**config.mk**
```make
export PLATFORM = sky130hd
export DESIGN_NAME = iob_gpio_debounce
export DESIGN_NICKNAME = d
export VERILOG_FILES = /design/src/rtl/iob_gpio_debounce_pkg.sv /design/src/rtl/iob_gpio_debounce_bit.sv /design/src/rtl/iob_gpio_debounce.sv
export SDC_FILE = /design/constraint.sdc
export NUM_CORES = 2
export LEC_CHECK = 0
export BUFFER_PORTS_ARGS = -buffer_cell sky130_fd_sc_hd__buf_2
export CAP_MARGIN = 20
export CORE_MARGIN = 4
export CORE_UTILIZATION = 45
export DETAILED_ROUTE_END_ITERATION = 8
export SYNTH_ARGS = -nofsm -noshare
export SYNTH_HDL_FRONTEND = slang
export SYNTH_SLANG_ARGS = --single-unit
```
**constraint.sdc**
```tcl
create_clock -name clk -period 16.8 [get_ports clk]
set_clock_uncertainty 0.2 [all_clocks]
set_input_delay 2.52 -clock clk [delete_from_list [all_inputs] [get_ports clk]]
set_output_delay 2.52 -clock clk [all_outputs]
set_load 0.05 [all_outputs]
```
**src/rtl/iob_gpio_debounce_pkg.sv**
```systemverilog
// iob_gpio_debounce shared definitions: default widths and the
// software register field offsets consumed by the swreg generator.
package iob_gpio_debounce_pkg;

   localparam int GPIO_W_DEF = 32;
   localparam int CNT_W_DEF  = 16;

   // Byte offsets of the software-visible fields.
   localparam logic [7:0] DEBOUNCE_LEN_ADDR = 8'h00;
   localparam logic [7:0] RISE_MASK_ADDR    = 8'h04;
   localparam logic [7:0] FALL_MASK_ADDR    = 8'h08;
   localparam logic [7:0] EVT_RISE_ADDR     = 8'h0C;
   localparam logic [7:0] EVT_FALL_ADDR     = 8'h10;
   localparam logic [7:0] EVT_CLR_ADDR      = 8'h14;

endpackage

```
**src/rtl/iob_gpio_debounce_bit.sv**
```systemverilog
// Single debounce lane: 2-flop synchroniser, stable-time counter,
// stable level and sticky rise/fall flags.
// Ports: clk, rst (sync, active high), pad_in, debounce_len, evt_clr
//        -> gpio_input (stable level), evt_rise, evt_fall.
module iob_gpio_debounce_bit
   import iob_gpio_debounce_pkg::*;
#(
   parameter int CNT_W = CNT_W_DEF
) (
   input  logic             clk,
   input  logic             rst,
   input  logic             pad_in,
   input  logic [CNT_W-1:0] debounce_len,
   input  logic             evt_clr,
   output logic             gpio_input,
   output logic             evt_rise,
   output logic             evt_fall
);

   logic             s1_q, s1_d;
   logic             s2_q, s2_d;
   logic             st_q, st_d;
   logic             rise_q, rise_d;
   logic             fall_q, fall_d;
   logic [CNT_W-1:0] cnt_q, cnt_d;
   logic [CNT_W-1:0] le_m1;

   always_comb begin
      // A length of 0 behaves like 1, so the terminal count is 0.
      le_m1  = (debounce_len == '0) ? '0 : debounce_len - CNT_W'(1);
      s1_d   = pad_in;
      s2_d   = s1_q;
      st_d   = st_q;
      cnt_d  = '0;
      // Clear first; a same-cycle set below overrides it.
      rise_d = rise_q & ~evt_clr;
      fall_d = fall_q & ~evt_clr;
      if (s2_q != st_q) begin
         // >= lets a shortened length commit on the next edge.
         if (cnt_q >= le_m1) begin
            st_d = s2_q;
            if (s2_q) rise_d = 1'b1;
            else      fall_d = 1'b1;
         end else begin
            cnt_d = cnt_q + CNT_W'(1);
         end
      end
   end

   always_ff @(posedge clk) begin
      if (rst) begin
         s1_q   <= 1'b0;
         s2_q   <= 1'b0;
         st_q   <= 1'b0;
         cnt_q  <= '0;
         rise_q <= 1'b0;
         fall_q <= 1'b0;
      end else begin
         s1_q   <= s1_d;
         s2_q   <= s2_d;
         st_q   <= st_d;
         cnt_q  <= cnt_d;
         rise_q <= rise_d;
         fall_q <= fall_d;
      end
   end

   assign gpio_input = st_q;
   assign evt_rise   = rise_q;
   assign evt_fall   = fall_q;

endmodule

```
**src/rtl/iob_gpio_debounce.sv**
```systemverilog
// GPIO input conditioning: per-bit synchronise + debounce, sticky
// edge events and a maskable interrupt.
// Ports: clk, rst, pad_in, debounce_len, rise_mask, fall_mask, evt_clr
//        -> gpio_input, evt_rise, evt_fall, irq.
module iob_gpio_debounce
   import iob_gpio_debounce_pkg::*;
#(
   parameter int GPIO_W = GPIO_W_DEF,
   parameter int CNT_W  = CNT_W_DEF
) (
   input  logic              clk,
   input  logic              rst,
   input  logic [GPIO_W-1:0] pad_in,
   input  logic [CNT_W-1:0]  debounce_len,
   input  logic [GPIO_W-1:0] rise_mask,
   input  logic [GPIO_W-1:0] fall_mask,
   input  logic [GPIO_W-1:0] evt_clr,
   output logic [GPIO_W-1:0] gpio_input,
   output logic [GPIO_W-1:0] evt_rise,
   output logic [GPIO_W-1:0] evt_fall,
   output logic              irq
);

   for (genvar i = 0; i < GPIO_W; i++) begin : g_lane
      iob_gpio_debounce_bit #(
         .CNT_W(CNT_W)
      ) u_bit (
         .clk         (clk),
         .rst         (rst),
         .pad_in      (pad_in[i]),
         .debounce_len(debounce_len),
         .evt_clr     (evt_clr[i]),
         .gpio_input  (gpio_input[i]),
         .evt_rise    (evt_rise[i]),
         .evt_fall    (evt_fall[i])
      );
   end

   // Combinational from registered flags so mask writes act at once.
   assign irq = |((evt_rise & rise_mask) | (evt_fall & fall_mask));

endmodule
```
Yosys cells after proc, flatten, opt, wreduce, memory -nomap -nowiden
Cells that the tools add are included.

Output and inout port bits: 97. Logic and storage cells: 679. Input port bits: 146. Flip-flop bits (word level): 672.

Muxes and demuxes: 193. $add $sub $neg: 33. Equality and inequality tests: 32. Bitwise gates (word level): 131. Reduce and logical (&&, ||, !) cells: 66. Magnitude comparators: 32.

Operators with widths (number): 16-bit by 1-bit adder with 16-bit output, second input constant (32); 16-bit >= comparator (32); 1-bit 2-to-1 mux (192); 3-bit OR reduction (32); 1-bit AND (64); 32-bit AND (2); 1-bit inverter (64); 2-bit AND reduction (32); 1-bit != test (32); 32-bit OR (1); 32-bit OR reduction (1); 16-bit logical NOT (1); 16-bit 2-to-1 mux (1); 16-bit by 1-bit subtractor with 16-bit output, second input constant (1).

Logic depth before layout (Yosys ltp)
Word-level depth: 5. Depth in mapped cells: 13. Gate-level depth less buffers: 12.

Hierarchy
Synthesis repeated with hierarchy kept, for this count alone.

Cells, all modules: 6158. Area total of the unflattened synthesis: 49872.8 µm².

By module, submodules not included: iob_gpio_debounce_bit (g_lane[15].u_bit ...) (cells an instance 192, area an instance 1531.5 µm², times used 20); iob_gpio_debounce_bit (g_lane[0].u_bit ...) (cells an instance 190, area an instance 1570.3 µm², times used 10); iob_gpio_debounce_bit (g_lane[14].u_bit) (cells an instance 193, area an instance 1611.5 µm², times used 1); iob_gpio_debounce_bit (g_lane[9].u_bit) (cells an instance 188, area an instance 1566.5 µm², times used 1); iob_gpio_debounce (cells an instance 37, area an instance 362.8 µm², times used 1).

Least setup slack after synthesis
OpenSTA, ideal clock, no wires.

Kind: input-to-reg. Start: in debounce_len[9]. End: reg g_lane[0].u_bit.cnt_q[10]. Path slack: 9.145 ns. Arrival time: 7.327 ns. Buffers on the path: 1. Required time: 16.472 ns. Stages: 12. Cells stage by stage: or4_4 -> or4_4 -> or4_4 -> nor2_1 -> mux2i_1 -> ha_1 -> nand2_1 -> nor4_1 -> or4b_2 -> nand4_1 -> clkbuf_1 -> nor2_1.

Longest elaborated chain between the ends: 4.

Ends and longest elaborated chain: start: declaration (RTL line iob_gpio_debounce.sv:14) `input logic [CNT_W-1:0] debounce_len,`; 16-bit by 1-bit subtractor with 16-bit output / 16-bit logical NOT (equally long branches) (RTL line iob_gpio_debounce_bit.sv:30) `le_m1 = (debounce_len == '0) ? '0 : debounce_len - CNT_W'(1);`; 16-bit 2-to-1 mux * (RTL line iob_gpio_debounce_bit.sv:30); 16-bit >= comparator * (RTL line iob_gpio_debounce_bit.sv:40) `if (cnt_q >= le_m1) begin`; 3-bit OR reduction (no source line) *; end signal: assignment (RTL line iob_gpio_debounce_bit.sv:62) `cnt_q <= cnt_d;`; end: declaration (RTL line iob_gpio_debounce_bit.sv:25) `logic [CNT_W-1:0] cnt_q, cnt_d;`.

Every way passes the cells marked *; elsewhere a longest branch is shown, timed or not. A chain may end at the register's enable or synchronous reset.

Worst setup path after layout
Start: in rise_mask[14]. End: out irq.

Longest elaborated chain between the ends: 3.

Ends and longest elaborated chain: start: declaration (RTL line iob_gpio_debounce.sv:15) `input logic [GPIO_W-1:0] rise_mask,`; 32-bit AND (RTL line iob_gpio_debounce.sv:40) `assign irq = |((evt_rise & rise_mask) | (evt_fall & fall_mask));`; 32-bit OR (RTL line iob_gpio_debounce.sv:40); 32-bit OR reduction (RTL line iob_gpio_debounce.sv:40); end: declaration (RTL line iob_gpio_debounce.sv:21) `output logic irq`.

Every way passes these cells.

==> impl_metrics.yaml <==
layout:
  drive_gt1_share_pct: 10.7
  nets: 5261
  final_area_sq_um: 43800
  final_common_cell: "dfxtp_1"
  areaGrowthSynthToFinish_pct: 11.7
  final_cell_mix: "672 x dfxtp_1, 546 x ha_1, 377 x nor2_1"
  n_fill_cell: 8198
  stdcell_count: 5783
routing:
  firstDrtPassIters: 5
  vias: 31508
  initialDrtViolationCount: 1652
  routed_wl_um: 105000
  drc: 0
  wl_per_cell_um: 18.2
  drtAntennaViolNets: 0
  avgViaCountPerCell: 5.45
clock_network:
  cts.sinks: 672
  htree_levels: 3
  cts_root_buf: "clkbuf_16"
  cts_buffers: 79
  clock_latency_ns: 0.62
  cts_tree: "yes"
  clk_path_buf_depth: 3
  cts_setup_buffers: 0
  post_cts_resized: 0
  postCtsHoldBufs: 0
  clkSlewWorstSetupHoldPaths_ns: 0.06
synthesis:
  synth.largest_area_cell: "dfxtp_1"
  synthesis.nets: 5113
  yosysTopAreaCellShare_pct: 34.3
  synth_edf_count: 0
  post_synth.cell_area_avg_sq_um: 8.87
  yosysWarnings: 0
  synth_area_sq_um: 39200
  synthTopCellsByArea: "dfxtp_1 34%, ha_1 17%, xor2_1 6.1%"
  yosys_register_bits: 672
  yosysSeqAreaShare_pct: 34.3
  async_reset_ff_share_pct: 0
  synthFlopType: "dfxtp_1"
  synth.distinct_cells: 49
  syn_inst: 4421
timing:
  slew_violations: 0
  rsz0062_at_grt: "false"
  finalSetupViolations: 0
  hold_viol_final: 0
  fin_crit_ns: 8.08
  finalCritPeriodShare_pct: 48.1
  holdWs_ns: 0.233
  fmax_ghz: 0.124
  tightest_slew_ns: 1.42
  setup_tns_ns: 0
  slew_headroom_pct: 5.28
power_and_ir_drop:
  p_comb_share_pct: 5.9
  irDropWorstVdd_uv: 62.0
  power.density_nw_per_um2: 82.6
  p_leak_nw: 17.5
  cell_internal_pwr_w: 0.00277
  seqPwrFrac_pct: 44.5
  sw_frac_of_total_pct: 23.4
  p_switching_w: 0.000848
  clock_power_share_pct: 49.6
setup_path:
  path_buf_inv: 2
  critPathSlowestCell: "a221oi_1"
  crit_path_frequent_cell: "buf_2"
  crit_family: "compound AO/OA/AOI/OAI gates"
  worstSetupEndpointType: "output pin"
  arrival_ns: 5.36
  cp_max_fo: 1
  critPathKind: "primary input to output pin"
  cp.required_ns: 14.08
  path_cells: "buf_2 -> a22o_1 -> a221oi_1 -> nand4_1 -> or4_1 -> buf_2"
  max_stage_delay_ns: 0.98
  crit_path_start_kind: "primary input"
  rrSetupSlack_ns: 14.03
grt:
  grt_pass1_vias: 29740
  gr-usage-all-layers_pct: 22.5
  antenna_found_initial: 9
  grt_max_degree: 96
  grt_pass1_wl_um: 164000
  overflow: 0
placement:
  hpwlAfterDp_um: 70800
  io_buffers: 242
  gp_congestion: 0.837
  dpl_cell_area_sq_um: 41100
  dp.cells: 5643
min_path:
  hp-class: "flop to flop"
die:
  io_pins: 243
  die-area_sq_um: 91900
  die_w_um: 303
  start_util_pct: 45.3
  coreArea_sq_um: 86600
  rows: 108
  die_h_um: 303
job:
  maxCapViolations: 0
outcome:
  status: "completed"
power groups by stage:
stage	registers (W)	clock network [W]	logic [W]
final	0.00161	0.00180	0.000214
after CTS	0.00161	0.00184	0.000214
after detailed placement	0.00165	0	0.000213
after global routing	0.00161	0.00190	0.000241
after floorplan	0.00164	0	0.000123
after global placement	0.00165	0	0.000208
cell type report:
type	instances	area (sq um)	area share, %
clock buffers	110	2350	5.36
clock inverters	29	382	0.871
repair buffers	277	1480	3.39
inverters	141	529	1.21
multi-input cells	3398	24200	55.2
flip-flops and latches	672	13500	30.7
well taps	1155	1450	3.30
diodes	1	2.50	0.00571
state kept, by name (all words and copies together), names as in the netlist:
| signal | count |
|---|---|
| g_lane.u_bit.evt_rise | 32 |
| g_lane.u_bit.evt_fall | 32 |
| g_lane.u_bit.gpio_input | 32 |
| g_lane.u_bit.cnt_q | 512 |
| g_lane.u_bit.s1_q | 32 |
| g_lane.u_bit.s2_q | 32 |
per-layer routing:
layer,GRT usage [%],share of wire [%],vias up
met3,3.95,5.9,119
met1,32.5,50,14744
met2,35.1,42,619
met4,5.34,2.0,6
li1,-,-,16020
met5,0,0.032,-
per-stage QoR:
stage               total power [W]  util (%)  setup WS [ns]
detailed placement          0.00186      47.4           8.88
CTS                         0.00366      50.6           8.87
global placement            0.00185      47.4           8.47
finish                      0.00362      50.6           8.72
floorplan                   0.00177         -           9.14
global route                0.00375      50.6           8.74
cells in the mapped netlist, drive strengths merged (24+ instances only):
library cell,number
dfxtp,672
ha,546
nor2,378
nor3,313
nand2,287
xor2,275
a21oi,205
nand3,204
xnor2,201
nand2b,154
inv,141
nand4,139
buf,114
o21ai,98
and3,97
clkbuf,96
nor2b,82
o32ai,64
or3b,45
and4,41
a221oi,33
mux2i,29
nor4,24
worst paths after layout:
path                             start                    endpoint  depth (start not counted)
min               g_lane[4].u_bit.s1_q        g_lane[4].u_bit.s2_q                          1
max                      rise_mask[14]                         irq                          6
min reg2reg       g_lane[4].u_bit.s1_q        g_lane[4].u_bit.s2_q                          1
max reg2reg  g_lane[16].u_bit.cnt_q[0]  g_lane[16].u_bit.cnt_q[12]                          7
cell families (layout without fill, tap and decap cells):
logic type,Yosys count,after routing,synth area share (%)
compound gates,529,529,8.79
xor+xnor,476,476,10.6
fa+ha+maj,546,546,17.4
buf+inv,351,557,4.30
flops,672,672,34.3
mux,29,29,0.740
other cells,0,1,0
simple gates,1818,1818,23.8
No activity file was read; power rests on OpenSTA's default activity.
